`src/rtl/dcache_if.sv`:
```
// Memory-stage bundle between the MIPS datapath, the data cache and main memory.
// The slave modport is the cache's view; the master modport is the pipeline/memory side.
interface dcache_if;
  logic        MemReadM;
  logic        MemWriteM;
  logic [31:0] ALUOutM;
  logic [31:0] WriteDataM;
  logic [31:0] ReadDataM;
  logic        CacheStallM;
  logic        mem_req;
  logic        mem_we;
  logic [31:0] mem_addr;
  logic [31:0] mem_wdata;
  logic [31:0] mem_rdata;
  logic        mem_ack;

  modport slave (
    input  MemReadM, MemWriteM, ALUOutM, WriteDataM, mem_rdata, mem_ack,
    output ReadDataM, CacheStallM, mem_req, mem_we, mem_addr, mem_wdata
  );

  modport master (
    output MemReadM, MemWriteM, ALUOutM, WriteDataM, mem_rdata, mem_ack,
    input  ReadDataM, CacheStallM, mem_req, mem_we, mem_addr, mem_wdata
  );
endinterface

```
`src/rtl/dcache.sv`:
```
// Direct-mapped, write-through, no-write-allocate data cache for the MIPS Memory stage.
// Misses refill a whole line word by word; stores always go to memory and update the line on a hit.
module dcache #(
  parameter int NSETS = 16,
  parameter int WORDS = 4
) (
  input  logic     clk,
  input  logic     reset,
  dcache_if.slave  bus
);
  localparam int OFF_W = $clog2(WORDS);
  localparam int IDX_W = $clog2(NSETS);
  localparam int TAG_W = 30 - OFF_W - IDX_W;

  typedef enum logic [1:0] {IDLE, REFILL, WRITE, DONE} state_e;

  state_e             state_q;
  logic [OFF_W-1:0]   cnt_q;
  logic [NSETS-1:0]   valid_q;
  logic               mem_req_q;
  logic               mem_we_q;
  logic [TAG_W-1:0]   tag_q  [NSETS];
  logic [31:0]        data_q [NSETS*WORDS];

  logic [OFF_W-1:0]   offset;
  logic [IDX_W-1:0]   idx;
  logic [TAG_W-1:0]   tag;
  logic               hit;
  logic               ack;
  logic               last_word;
  logic               unused_addr_bits;

  assign offset    = bus.ALUOutM[OFF_W+1:2];
  assign idx       = bus.ALUOutM[OFF_W+IDX_W+1:OFF_W+2];
  assign tag       = bus.ALUOutM[31:OFF_W+IDX_W+2];
  assign hit       = valid_q[idx] && (tag_q[idx] == tag);
  assign ack       = mem_req_q && bus.mem_ack;
  assign last_word = (cnt_q == OFF_W'(WORDS - 1));
  assign unused_addr_bits = ^bus.ALUOutM[1:0];

  // Control: state, refill counter, valid bits and the registered memory strobes.
  always_ff @(posedge clk or negedge reset) begin
    if (!reset) begin
      state_q   <= IDLE;
      cnt_q     <= '0;
      valid_q   <= '0;
      mem_req_q <= 1'b0;
      mem_we_q  <= 1'b0;
    end else begin
      case (state_q)
        IDLE: begin
          if (bus.MemWriteM) begin
            state_q   <= WRITE;
            mem_req_q <= 1'b1;
            mem_we_q  <= 1'b1;
          end else if (bus.MemReadM && !hit) begin
            state_q   <= REFILL;
            cnt_q     <= '0;
            mem_req_q <= 1'b1;
            mem_we_q  <= 1'b0;
          end
        end
        REFILL: begin
          if (ack) begin
            cnt_q <= cnt_q + OFF_W'(1);
            // Line becomes visible only once every word has landed.
            if (last_word) begin
              valid_q[idx] <= 1'b1;
              state_q      <= IDLE;
              mem_req_q    <= 1'b0;
            end
          end
        end
        WRITE: begin
          if (ack) begin
            state_q   <= DONE;
            mem_req_q <= 1'b0;
            mem_we_q  <= 1'b0;
          end
        end
        default: state_q <= IDLE;
      endcase
    end
  end

  // Tag and data arrays carry no reset; valid_q alone decides what is visible.
  always_ff @(posedge clk) begin
    if (state_q == REFILL && ack) begin
      data_q[{idx, cnt_q}] <= bus.mem_rdata;
      if (last_word) tag_q[idx] <= tag;
    end else if (state_q == WRITE && ack && hit) begin
      data_q[{idx, offset}] <= bus.WriteDataM;
    end
  end

  always_comb begin
    bus.CacheStallM = 1'b0;
    case (state_q)
      IDLE:          bus.CacheStallM = bus.MemWriteM || (bus.MemReadM && !hit);
      REFILL, WRITE: bus.CacheStallM = 1'b1;
      default:       bus.CacheStallM = 1'b0;
    endcase
  end

  always_comb begin
    bus.mem_addr = '0;
    if (mem_req_q) begin
      if (mem_we_q) bus.mem_addr = {bus.ALUOutM[31:2], 2'b00};
      else          bus.mem_addr = {tag, idx, cnt_q, 2'b00};
    end
  end

  assign bus.mem_req   = mem_req_q;
  assign bus.mem_we    = mem_we_q;
  assign bus.mem_wdata = (mem_req_q && mem_we_q) ? bus.WriteDataM : 32'h0;
  assign bus.ReadDataM = hit ? data_q[{idx, offset}] : 32'h0;

endmodule

```
`src/flat_wrapper.sv`:
```
// flat-port wrapper written by rule: the top's interface ports become plain ports
module dcache_flat 
#(
  parameter int NSETS = 16,
  parameter int WORDS = 4
)
  (clk, reset, bus_MemReadM, bus_MemWriteM, bus_ALUOutM, bus_WriteDataM, bus_mem_rdata, bus_mem_ack, bus_ReadDataM, bus_CacheStallM, bus_mem_req, bus_mem_we, bus_mem_addr, bus_mem_wdata);
  dcache_if bus_i ();
  input  logic clk;
  input  logic reset;
  input wire logic [$bits(bus_i.MemReadM)-1:0] bus_MemReadM;
  input wire logic [$bits(bus_i.MemWriteM)-1:0] bus_MemWriteM;
  input wire logic [$bits(bus_i.ALUOutM)-1:0] bus_ALUOutM;
  input wire logic [$bits(bus_i.WriteDataM)-1:0] bus_WriteDataM;
  input wire logic [$bits(bus_i.mem_rdata)-1:0] bus_mem_rdata;
  input wire logic [$bits(bus_i.mem_ack)-1:0] bus_mem_ack;
  output wire logic [$bits(bus_i.ReadDataM)-1:0] bus_ReadDataM;
  output wire logic [$bits(bus_i.CacheStallM)-1:0] bus_CacheStallM;
  output wire logic [$bits(bus_i.mem_req)-1:0] bus_mem_req;
  output wire logic [$bits(bus_i.mem_we)-1:0] bus_mem_we;
  output wire logic [$bits(bus_i.mem_addr)-1:0] bus_mem_addr;
  output wire logic [$bits(bus_i.mem_wdata)-1:0] bus_mem_wdata;
  assign bus_i.MemReadM = bus_MemReadM;
  assign bus_i.MemWriteM = bus_MemWriteM;
  assign bus_i.ALUOutM = bus_ALUOutM;
  assign bus_i.WriteDataM = bus_WriteDataM;
  assign bus_i.mem_rdata = bus_mem_rdata;
  assign bus_i.mem_ack = bus_mem_ack;
  assign bus_ReadDataM = bus_i.ReadDataM;
  assign bus_CacheStallM = bus_i.CacheStallM;
  assign bus_mem_req = bus_i.mem_req;
  assign bus_mem_we = bus_i.mem_we;
  assign bus_mem_addr = bus_i.mem_addr;
  assign bus_mem_wdata = bus_i.mem_wdata;
  dcache #(.NSETS(NSETS), .WORDS(WORDS)) u_core (.clk(clk), .reset(reset), .bus(bus_i));
endmodule
```
`config.mk`:
```
export PLATFORM = sky130hd
export DESIGN_NAME = dcache_flat
export DESIGN_NICKNAME = d
export VERILOG_FILES = /design/src/rtl/dcache_if.sv /design/src/rtl/dcache.sv /design/src/flat_wrapper.sv
export SDC_FILE = /design/constraint.sdc
export NUM_CORES = 2
export LEC_CHECK = 0
export BUFFER_PORTS_ARGS = -buffer_cell sky130_fd_sc_hd__buf_4
export CAP_MARGIN = 0
export CORE_ASPECT_RATIO = 1.4
export CORE_MARGIN = 2
export CORE_UTILIZATION = 45
export DETAILED_ROUTE_END_ITERATION = 8
export GPL_TIMING_DRIVEN = 0
export SYNTH_ARGS = -nofsm -noshare
export SYNTH_HDL_FRONTEND = slang
export SYNTH_SLANG_ARGS = --single-unit
```
`constraint.sdc`:
```
create_clock -name clk -period 7.6 [get_ports clk]
set_input_delay 0.76 -clock clk [delete_from_list [all_inputs] [get_ports clk]]
set_output_delay 0.76 -clock clk [all_outputs]
set_load 0.05 [all_outputs]
```
==> results by stage <==
Status:
- The flow ran to the end, but the final reports show violations.
- The final reports fail on capacitance limit, slew limit, setup timing.

Min path:
- Along the worst hold path, the cell count comes to 1.
- The path class of the tightest hold or removal check is input port to flip-flop.

Die:
- The die area is approximately 220000 um^2.
- The die is 394 um wide.
- The floorplan die height is between 500 and 600 um.
- The floorplan has 200 rows.
- The floorplan step defined a core boundary enclosing 212000 um^2.
- The starting utilization of the core area is roughly 45%.
- The I/O pin count is 200.

STA:
- The hold violation total from the final report is 0.
- In the finished design, the share of the clock period the worst path needs comes to 102%.
- Setup violations remaining at the end of the flow were counted as 7.
- Setup slack on the critical path of the routed design comes to -0.190 ns.
- The worst-margin pin slew is 1.53 ns.
- Setup repair after global routing left no endpoint under its margin.
- The final setup TNS is -0.546 ns.
- The minimum clock period after layout is 7.79 ns.
- The fmax is 0.128 GHz.
- The maximum clock skew at final layout is 0.0826 ns.
- The headroom to the max-slew limit is -2.33%.
- The number of pins exceeding their max-slew limit in the final report is 11.

Clock network:
- The number of clock sinks is 2454.
- The root buffer cell is clkbuf_16.
- The clock tree synthesis step divided the H-tree into 4 levels.
- The latest clock arrival within the worst-skew pair is 0.91 ns.
- The clock slew seen by the registers of the worst setup and hold paths is 0.06 ns.
- In this run the deepest clock path goes through 4 buffers.
- The CTS buffer count is 233.
- TritonCTS built the clock tree.

Setup path:
- The critical path contains buffers and inverters numbering 9 combined.
- The maximum fanout along the worst path is 10.
- In this run the number of cells on the critical path is 13.
- The sort of element at the start of the critical path is an input port.
- For the worst setup path, the data required time is 6.84 ns.
- The cell with the largest stage delay on the worst path is clkbuf_1.
- The cell occurring most often along the worst timing path is buf_2.
- The delay contributed by the slowest stage of the critical path is 0.83 ns.
- At the worst endpoint, the arrival time is 7.03 ns.
- On the critical path the largest part of the delay comes from buffers and inverters.
- The logic depth of the worst register-to-register path is 16.
- The signal on the critical path passes through buf_4, buf_2, buf_2, buf_2, buf_2, buf_2, buf_2, clkbuf_1, nor2_1, a32oi_1, o211ai_1, nor3_1, buf_4.
- The type of the worst setup path is input port to output pin.
- The flop-to-flop setup slack is 0.93 ns.
- STA classifies the critical path endpoint as an output pin.

Drt:
- The per-cell routed wire length is around 36 um.
- The final wirelength is between 200000 and 300000 um.
- For this block, the initial DRC count from the detailed router was about 5.7k.
- In the routed layout, each cell is associated on average with a via count of 6.14.
- Summing over every cut layer, the via total after detailed routing is 48.8k.
- In the routed design, unresolved DRC markers number 0.
- The count of nets left with antenna violations once routing finished came out at 0.
- The first detailed-routing pass ran for 6 iterations.

Synth:
- Synthesis inferred 2454 register bits.
- After synthesis the cells add up to roughly 96000 um^2.
- The most used flip-flop cell after synthesis is edfxtp_1.
- The number of synthesis warnings is 0.
- The instance count of the mapped netlist is 4157.
- The post-synthesis average cell area is between 20 and 25 um^2.
- The count of flip-flops with a built-in enable after synthesis is 2432.
- The async set or reset register ratio after synthesis is 0.896%.
- The sequential area share after synthesis is roughly three quarters.
- The unique cell type count in the Yosys netlist is 65.

Placed design:
- The final weighted congestion of routability-driven global placement is 0.935.
- The pre-CTS setup slack is -0.697 ns.
- The number of I/O port buffers is 191.
- The post-DP HPWL is 206000 um.

GRT:
- Global routing finished with a remaining overflow of 0.
- The overall global routing resource usage is between 20% and 30%.
- The first global-routing pass estimated 394000 um of wire.
- Entering global routing, the biggest net connects 65 pins.
- The initial antenna violation count came to 10.
- The via count of the first global-routing pass was 49.2k.

Finish:
- The sequential cells in the finished layout cover a total of about 74000 um^2.
- The number of inserted filler cells in the final layout is ~16k.
- In the final layout, the multi-input gates occupy between 20000 and 25000 um^2.
- Cells fill 53.0% of the core in the end.
- The number of nets in the final layout is 5049.
- The fraction of final layout cells sized beyond drive strength 1 is 34.9%.
- The area overhead of the layout relative to synthesis is 17.2%.

Pwr:
- The leakage power is approximately 36 nW.
- In this run the power density over the cells is 258 nW/um^2.
- The total power draw is between 20 and 30 mW.
- The worst IR drop on VDD is 0.216 mV.

Flow run:
- The number of maximum-capacitance constraint violations is 1.
-- worst paths after layout --
kind	startpoint	end
worst max-delay path	bus_ALUOutM[5]	bus_ReadDataM[11]
worst min-delay path	bus_ALUOutM[16]	u_core.tag_q[2][8]
worst max register to register	u_core.tag_q[4][17]	u_core.data_q[59][22]
worst min register to register	u_core.valid_q[0]	u_core.valid_q[0]
max in group asynchronous	reset	u_core.valid_q[13]
min in group asynchronous	reset	u_core.valid_q[14]
-- synth_stat cells (all sizes together) (32+ instances only) --
cell,number,area [um^2]
and3,34,213
buf,85,439
clkbuf,163,612
edfxtp,2432,73000
mux2,71,800
mux2i,116,1160
mux4,690,15500
nand2,46,173
nor2,66,248
nor2b,32,200
nor4,70,641
o22ai,32,200
-- placed cells by master (no fill, tap or decap), types with 13 or more instances in the layout --
cell type and count:
edfxtp_1 2432, mux4_2 690, buf_4 414, clkbuf_16 235
clkbuf_1 207, mux2i_1 116, buf_6 87, mux2_2 58
clkinv_1 51, nor2_1 50, buf_8 47, nand2_1 46
clkinv_2 43, buf_2 37, and3_1 34, nor4_2 33
nor2b_1 32, o22ai_1 32, nor4_4 32, buf_1 31
a22oi_1 28, dfrtp_1 22, inv_1 20, and2_1 20
or2_2 20, bufinv_16 20, xnor2_1 18, o21ai_0 18
nor2_4 16, a211oi_1 15, a21oi_1 14, nor3_1 13
mux2_4 13, buf_12 13
-- cells by family (layout without fill, tap and decap cells) --
group / Yosys count / after routing / share of synthesized area [%]
flops: 2454 / 2454 / 76.7
mux: 877 / 877 / 18.3
simple gates: 342 / 342 / 2.14
buf+inv: 270 / 1231 / 1.18
compound gates: 180 / 180 / 1.35
xor+xnor: 28 / 28 / 0.256
fa+ha+maj: 5 / 5 / 0.0653
other cells: 1 / 6 / 0.00391
-- flip-flops by register name, summed over array words and instances (netlist names) --
signal / cells
u_core.valid_q: 16
u_core.cnt_q: 2
u_core.data_q: 2048
u_core.state_q: 2
u_core.bus.mem_req: 1
u_core.bus.mem_we: 1
u_core.tag_q: 384
-- where the power goes --
group	leakage, nW	internal (mW)	switching [mW]
combinational	10.5	0.818	1.88
clock	3.53	6.32	5.00
sequential	22.1	14.9	0.0312
total	36.1	22.1	6.91
-- through the flow --
stage	hold WS (ns)	instances	area, um^2
floorplan	0.434	4158	95900
global placement	0.445	7177	101000
detailed placement	0.449	7533	105000
CTS	0.126	7944	112000
global route	0.162	7949	112000
finish	0.172	7951	112000
-- what timing repair did --
action	CTS	global route
resized for setup	1	1
hold buffers	1	0
setup endpoints to repair	3	7
hold endpoints to repair	22	0
setup buffers	0	0
-- routing by layer --
metal  vias to the layer above  GRT usage (%)  share of wire [%]
met3                       596           5.15                8.1
li1                      19414              -                  -
met1                     26340           31.1                 35
met2                      2492           46.2                 51
met5                         -              0             0.0045
met4                         2           13.0                6.0
-- cell type report --
type	instances	area share (%)
multi-input combinational	1434	19.4
clock buffer	285	5.40
antenna	4	0.00891
timing repair buffer	551	4.49
buffer	247	0.945
sequential	2454	65.5
clock inverter	126	1.01
tap	2828	3.15
inverter	22	0.0735
Power figures use the tool's default switching activity.
